===== config.mk =====
export PLATFORM = sky130hd
export DESIGN_NAME = melody_sequencer
export DESIGN_NICKNAME = d
export VERILOG_FILES = /design/src/rtl/audio_pkg.sv /design/src/rtl/melody_rom.sv /design/src/rtl/melody_sequencer.sv
export SDC_FILE = /design/constraint.sdc
export NUM_CORES = 1
export LEC_CHECK = 0
export ABC_AREA = 1
export CAP_MARGIN = 20
export CORE_MARGIN = 2
export CORE_UTILIZATION = 45
export DETAILED_ROUTE_END_ITERATION = 16
export DONT_BUFFER_PORTS = 1
export SLEW_MARGIN = 20
export SYNTH_ARGS = -nofsm -noshare
export SYNTH_HDL_FRONTEND = slang
export SYNTH_SLANG_ARGS = --single-unit
export TNS_END_PERCENT = 5

===== constraint.sdc =====
create_clock -name clk -period 4.7 [get_ports clk]
set_input_delay 0.235 -clock clk [delete_from_list [all_inputs] [get_ports clk]]
set_output_delay 0.235 -clock clk [all_outputs]
set_load 0.005 [all_outputs]

===== src/rtl/audio_pkg.sv =====
// Shared types, constants and song table contents for the melody playback path.
// Each table entry pairs a note code with a duration counted in 10 ms ticks.
package audio_pkg;

   localparam logic [3:0] NOTE_REST = 4'd0;
   localparam logic [7:0] DUR_END   = 8'd0;

   typedef struct packed {
      logic [3:0] note;
      logic [7:0] dur;
   } entry_t;

   typedef enum logic [2:0] {IDLE, FETCH, WAIT_ROM, PLAY, GAP, DONE} state_t;

   // Unlisted entries read as the terminator, so short songs end cleanly.
   function automatic entry_t song_entry(input logic [7:0] song, input logic [7:0] idx);
      entry_t e;
      e = '{note: NOTE_REST, dur: DUR_END};
      case (song)
         8'd0: begin
            case (idx)
               8'd0:    e = '{note: 4'd5, dur: 8'd3};
               8'd1:    e = '{note: 4'd7, dur: 8'd2};
               default: e = '{note: NOTE_REST, dur: DUR_END};
            endcase
         end
         8'd1: begin
            case (idx)
               8'd0:    e = '{note: NOTE_REST, dur: 8'd4};
               8'd1:    e = '{note: 4'd3, dur: 8'd1};
               default: e = '{note: NOTE_REST, dur: DUR_END};
            endcase
         end
         // Full-length song without a terminator: notes 1..15 repeating, one tick each.
         8'd2:    e = '{note: 4'(idx % 8'd15) + 4'd1, dur: 8'd1};
         8'd3: begin
            case (idx)
               8'd0:    e = '{note: 4'd9, dur: 8'd2};
               default: e = '{note: NOTE_REST, dur: DUR_END};
            endcase
         end
         default: e = '{note: NOTE_REST, dur: DUR_END};
      endcase
      return e;
   endfunction

endpackage


===== src/rtl/melody_rom.sv =====
// Song table with a registered read: data for addr appears one clock later.
import audio_pkg::*;

module melody_rom #(
   parameter int SEL_W = 2,
   parameter int IDX_W = 5
) (
   input  logic                   clk,
   input  logic [SEL_W+IDX_W-1:0] addr,
   output logic [11:0]            entry
);

   always_ff @(posedge clk) begin
      entry <= song_entry(8'(addr[SEL_W+IDX_W-1:IDX_W]), 8'(addr[IDX_W-1:0]));
   end

endmodule


===== src/rtl/melody_sequencer.sv =====
// Steps through a song's note table, timing each note and the gap after it
// on the external 10 ms tick, and drives the tone generator.
import audio_pkg::*;

module melody_sequencer #(
   parameter int NUM_SONGS = 4,
   parameter int SONG_LEN  = 32,
   parameter int GAP_TICKS = 2,
   parameter int SEL_W     = $clog2(NUM_SONGS),
   parameter int IDX_W     = $clog2(SONG_LEN)
) (
   input  logic             clk,
   input  logic             resetN,
   input  logic             tick,
   input  logic             start,
   input  logic             stop,
   input  logic [SEL_W-1:0] song_sel,
   output logic [3:0]       note_code,
   output logic             sound_en,
   output logic             busy,
   output logic             done
);

   localparam int GAP_W = (GAP_TICKS > 0) ? $clog2(GAP_TICKS + 1) : 1;

   state_t                   state;
   logic [SEL_W-1:0]         song;
   logic [IDX_W-1:0]         idx;
   logic [7:0]               dur_cnt;
   logic [GAP_W-1:0]         gap_cnt;
   logic [SEL_W+IDX_W-1:0]   rom_addr;
   logic [11:0]              rom_data;
   entry_t                   rom_q;
   logic                     last_idx;
   logic                     advance;

   assign rom_addr = {song, idx};
   assign rom_q    = entry_t'(rom_data);
   assign last_idx = (idx == IDX_W'(SONG_LEN - 1));

   // End of a note (no gap configured) or end of its gap: move to the next entry.
   assign advance = tick &&
                    ((state == PLAY && dur_cnt == 8'd1 && GAP_TICKS == 0) ||
                     (state == GAP  && gap_cnt == GAP_W'(1)));

   melody_rom #(
      .SEL_W(SEL_W),
      .IDX_W(IDX_W)
   ) u_rom (
      .clk  (clk),
      .addr (rom_addr),
      .entry(rom_data)
   );

   always_ff @(posedge clk or negedge resetN) begin
      if (!resetN) begin
         state     <= IDLE;
         song      <= '0;
         idx       <= '0;
         dur_cnt   <= '0;
         gap_cnt   <= '0;
         note_code <= NOTE_REST;
         sound_en  <= 1'b0;
         busy      <= 1'b0;
         done      <= 1'b0;
      end else begin
         done <= 1'b0;
         if (stop && state != IDLE) begin
            state     <= IDLE;
            note_code <= NOTE_REST;
            sound_en  <= 1'b0;
            busy      <= 1'b0;
         end else begin
            case (state)
               IDLE: begin
                  if (start && !stop) begin
                     song  <= song_sel;
                     idx   <= '0;
                     busy  <= 1'b1;
                     state <= FETCH;
                  end
               end
               FETCH: state <= WAIT_ROM;
               WAIT_ROM: begin
                  if (rom_q.dur == DUR_END) begin
                     state <= DONE;
                     done  <= 1'b1;
                  end else begin
                     state     <= PLAY;
                     dur_cnt   <= rom_q.dur;
                     note_code <= rom_q.note;
                     sound_en  <= (rom_q.note != NOTE_REST);
                  end
               end
               PLAY: begin
                  if (tick) begin
                     if (dur_cnt == 8'd1) begin
                        note_code <= NOTE_REST;
                        sound_en  <= 1'b0;
                        if (GAP_TICKS > 0) begin
                           state   <= GAP;
                           gap_cnt <= GAP_W'(GAP_TICKS);
                        end
                     end else begin
                        dur_cnt <= dur_cnt - 8'd1;
                     end
                  end
               end
               GAP: begin
                  if (tick && gap_cnt != GAP_W'(1)) gap_cnt <= gap_cnt - GAP_W'(1);
               end
               DONE: begin
                  busy  <= 1'b0;
                  state <= IDLE;
               end
               default: state <= IDLE;
            endcase

            // Last table slot ends the song even without a terminator.
            if (advance) begin
               if (last_idx) begin
                  state <= DONE;
                  done  <= 1'b1;
               end else begin
                  idx   <= idx + IDX_W'(1);
                  state <= FETCH;
               end
            end
         end
      end
   end

endmodule


==> run summary <==
VDD IR max -> 0.000170 V
WL met1 -> 2050 microns
Slew headroom -> 75.0%
Clk Latency, worst-skew pair -> 0.29 ns
Final setup violation count -> 0
initial antenna violation count -> 0
area of the multi-input gates -> 1080 sq um
most common cell after layout, fill and taps aside -> nand2_1
met2 wire length -> 1920 microns
Total GRT Usage -> 18.0%
Initial Util -> 46.7%
CTS tree -> done
final slew viol count -> 0
CP Launch Type -> register
pin count of the biggest net entering global routing -> 28
first-pass GRT wire length -> 7280 microns
NumNets Final -> 288
Most used DFF post-synth -> dfrtp_1
post-synth top area cell -> dfrtp_1
Worst Max-Slew Pin Slew -> 0.372 ns
synthesized area -> 2050 sq um
share of cells above drive strength 1 -> 13.7%
Mapped Nets -> 279
# Post-CTS Setup Buffers -> 0
placed cells -> 313
CTS buffer count -> 5
setup TNS -> 0 ns
sequential fraction of the synthesis area -> 39.8%
# H-tree levels -> 2
I/O pin total -> 14
count of final hold-check violations -> 0
Layout area overhead -> 11.6%
Clock Tree Buf Depth -> 2
Yosys cell types -> 37
Mapped Cells -> 261
Core Area -> 4380 sq um
fmax -> 381 MHz
vias per cell -> 5.26
Reg clk slew, reported paths -> 0.07 ns
Final ANT Viol Nets -> 0
post-route clock period utilization -> 55.9%
Die Footprint -> 5110 sq um
# fillers -> 419
diode count -> 0
area fraction of the dominant cell type after synthesis -> 33.0%
Tmin final -> 2.63 ns
via count -> 1698
vias in the first global route -> 1635
Setup Skew -> 0.00453 ns
static leakage -> 1.15 nW
Root Buffer Master -> clkbuf_8
CP Data Required Time -> 4.87 ns
synth warn -> 0
IO Port Bufs -> 0
DP HPWL -> 3100 microns
critical path arrival -> 2.79 ns
Core Util, Final -> 52.2%
die width -> 71.5 microns
flops & latches, synth -> 34
critical setup path kind -> register to register
routed length on met3 -> 105 microns
Max Used Layer -> met4
mean post-synth cell area -> 7.85 sq um
post_cts resized -> 0
pwr/cell area -> 569 nW/um^2
Hold WC Path Type -> primary input to register
EDFF count, synth -> 0
final cell count without fillers -> 323
drt first pass iters -> 4
Max-Cap Viols -> 0
RD Place Congestion -> 0.873
most frequent cells in the layout -> 57 x nand2_1, 33 x inv_1, 27 x dfrtp_1, 23 x nand3_1, 19 x nor2_1
outcome -> complete, no violations
wire per inst -> 12.9 microns
kind of end point of the critical path -> register
Cell Rows -> 24
initial DRC count -> 74
total global routing overflow -> 0
Max FO, Critical Path -> 9
DRT Wirelength -> 4160 microns
Die Height -> 71.5 microns
Async S/R FF share, synth -> 79.4%
Synth area leaders -> dfrtp_1 33%, nand2_1 10%, dfxtp_1 6.8%
TritonCTS Sinks -> 34
CTS Hold Bufs -> 2
RSZ-0062 raised after global routing -> no
DRC Markers -> 0
register area -> 816 sq um
==> final timing paths <==
check / slack [ns] / endpoint / cells after the start / startpoint
hold reg to reg: 0.49 / dur_cnt[2] / 2 / u_rom.entry[2]
setup / recovery: 2.07 / u_rom.entry[10] / 17 / idx[0]
max in group asynchronous: 4.15 / idx[1] / 2 / resetN
min in group asynchronous: 0.39 / dur_cnt[2] / 2 / resetN
hold / removal: 0.07 / song[1] / 2 / song_sel[1]
setup reg to reg: 2.07 / u_rom.entry[10] / 17 / idx[0]
==> report_power, final <==
group          internal (W)  leakage, nW  switching (W)  total [W]
combinational      0.000171        0.664       0.000320   0.000492
clock              0.000226       0.0714       0.000112   0.000338
sequential         0.000391        0.413      0.0000805   0.000471
==> cells in the mapped netlist, types with 3 or more instances <==
cell,count
nand2_2,4
a21oi_1,9
nor2_2,3
a32o_1,4
inv_2,5
a31oi_1,4
o21ai_0,11
nor3_1,6
inv_1,33
ha_1,11
nor2_4,5
nor2_1,19
nand2_1,57
nand4_1,5
nand3_1,23
dfrtp_1,27
o21ai_1,5
dfxtp_1,7
==> per-stage QoR <==
step / total power, W / hold WS, ns / setup slack (ns) / area [sq um]
finish: 0.00130 / 0.0748 / 2.07 / 2290
global route: 0.00141 / 0.0669 / 1.77 / 2290
CTS: 0.00132 / 0.0635 / 2.13 / 2290
detailed placement: 0.000963 / -0.0597 / 2.15 / 2110
global placement: 0.000962 / -0.0600 / 2.21 / 2110
floorplan: 0.000861 / -0.0606 / 2.40 / 2050
==> metal layers <==
metal | vias to the layer above | track usage (%)
met2 | 21 | 29.3
li1 | 884 | -
met1 | 787 | 23.7
met3 | 6 | 2.95
met5 | - | 0
met4 | 0 | 7.55
==> sequential cells by signal, summed over array words and instances (netlist names) <==
register / cells
done: 1
sound_en: 1
song: 2
state: 3
u_rom.entry: 7
dur_cnt: 8
note_code: 4
busy: 1
idx: 5
gap_cnt: 2
==> cell families after synthesis <==
kind of cell,count (synthesis),synth area share (%)
xor gates and xnor gates,3,1.28
adders and majority gates,11,6.72
buffers and inverters,41,7.69
DFF,34,39.8
AOI/OAI and AO/OA,41,12.2
and+or+nand+nor,131,32.3
==> final cells by class <==
class / instances / share of cell area [%]
flip-flops and latches: 34 / 35.7
clock buffers: 6 / 3.61
multi-input cells: 186 / 47.0
inverters: 41 / 6.89
clock inverters: 2 / 2.63
well taps: 52 / 2.84
repair buffers: 2 / 1.31
==> critical path, stage by stage, from the launching register on <==
cell and delay (ns):
dfrtp_1 0.48, inv_1 0.17, ha_1 0.16, nand2_1 0.05, inv_1 0.05, nand2_1 0.09
nand2_1 0.12, nand2_1 0.06, nand2_1 0.12, ha_1 0.21, nand4_1 0.16, nand2_1 0.19
nand2_1 0.07, nand2_1 0.11, inv_1 0.07, ha_1 0.19, xnor2_1 0.15, o21ai_1 0.07
Note: power is estimated with default switching activity, not from simulation.
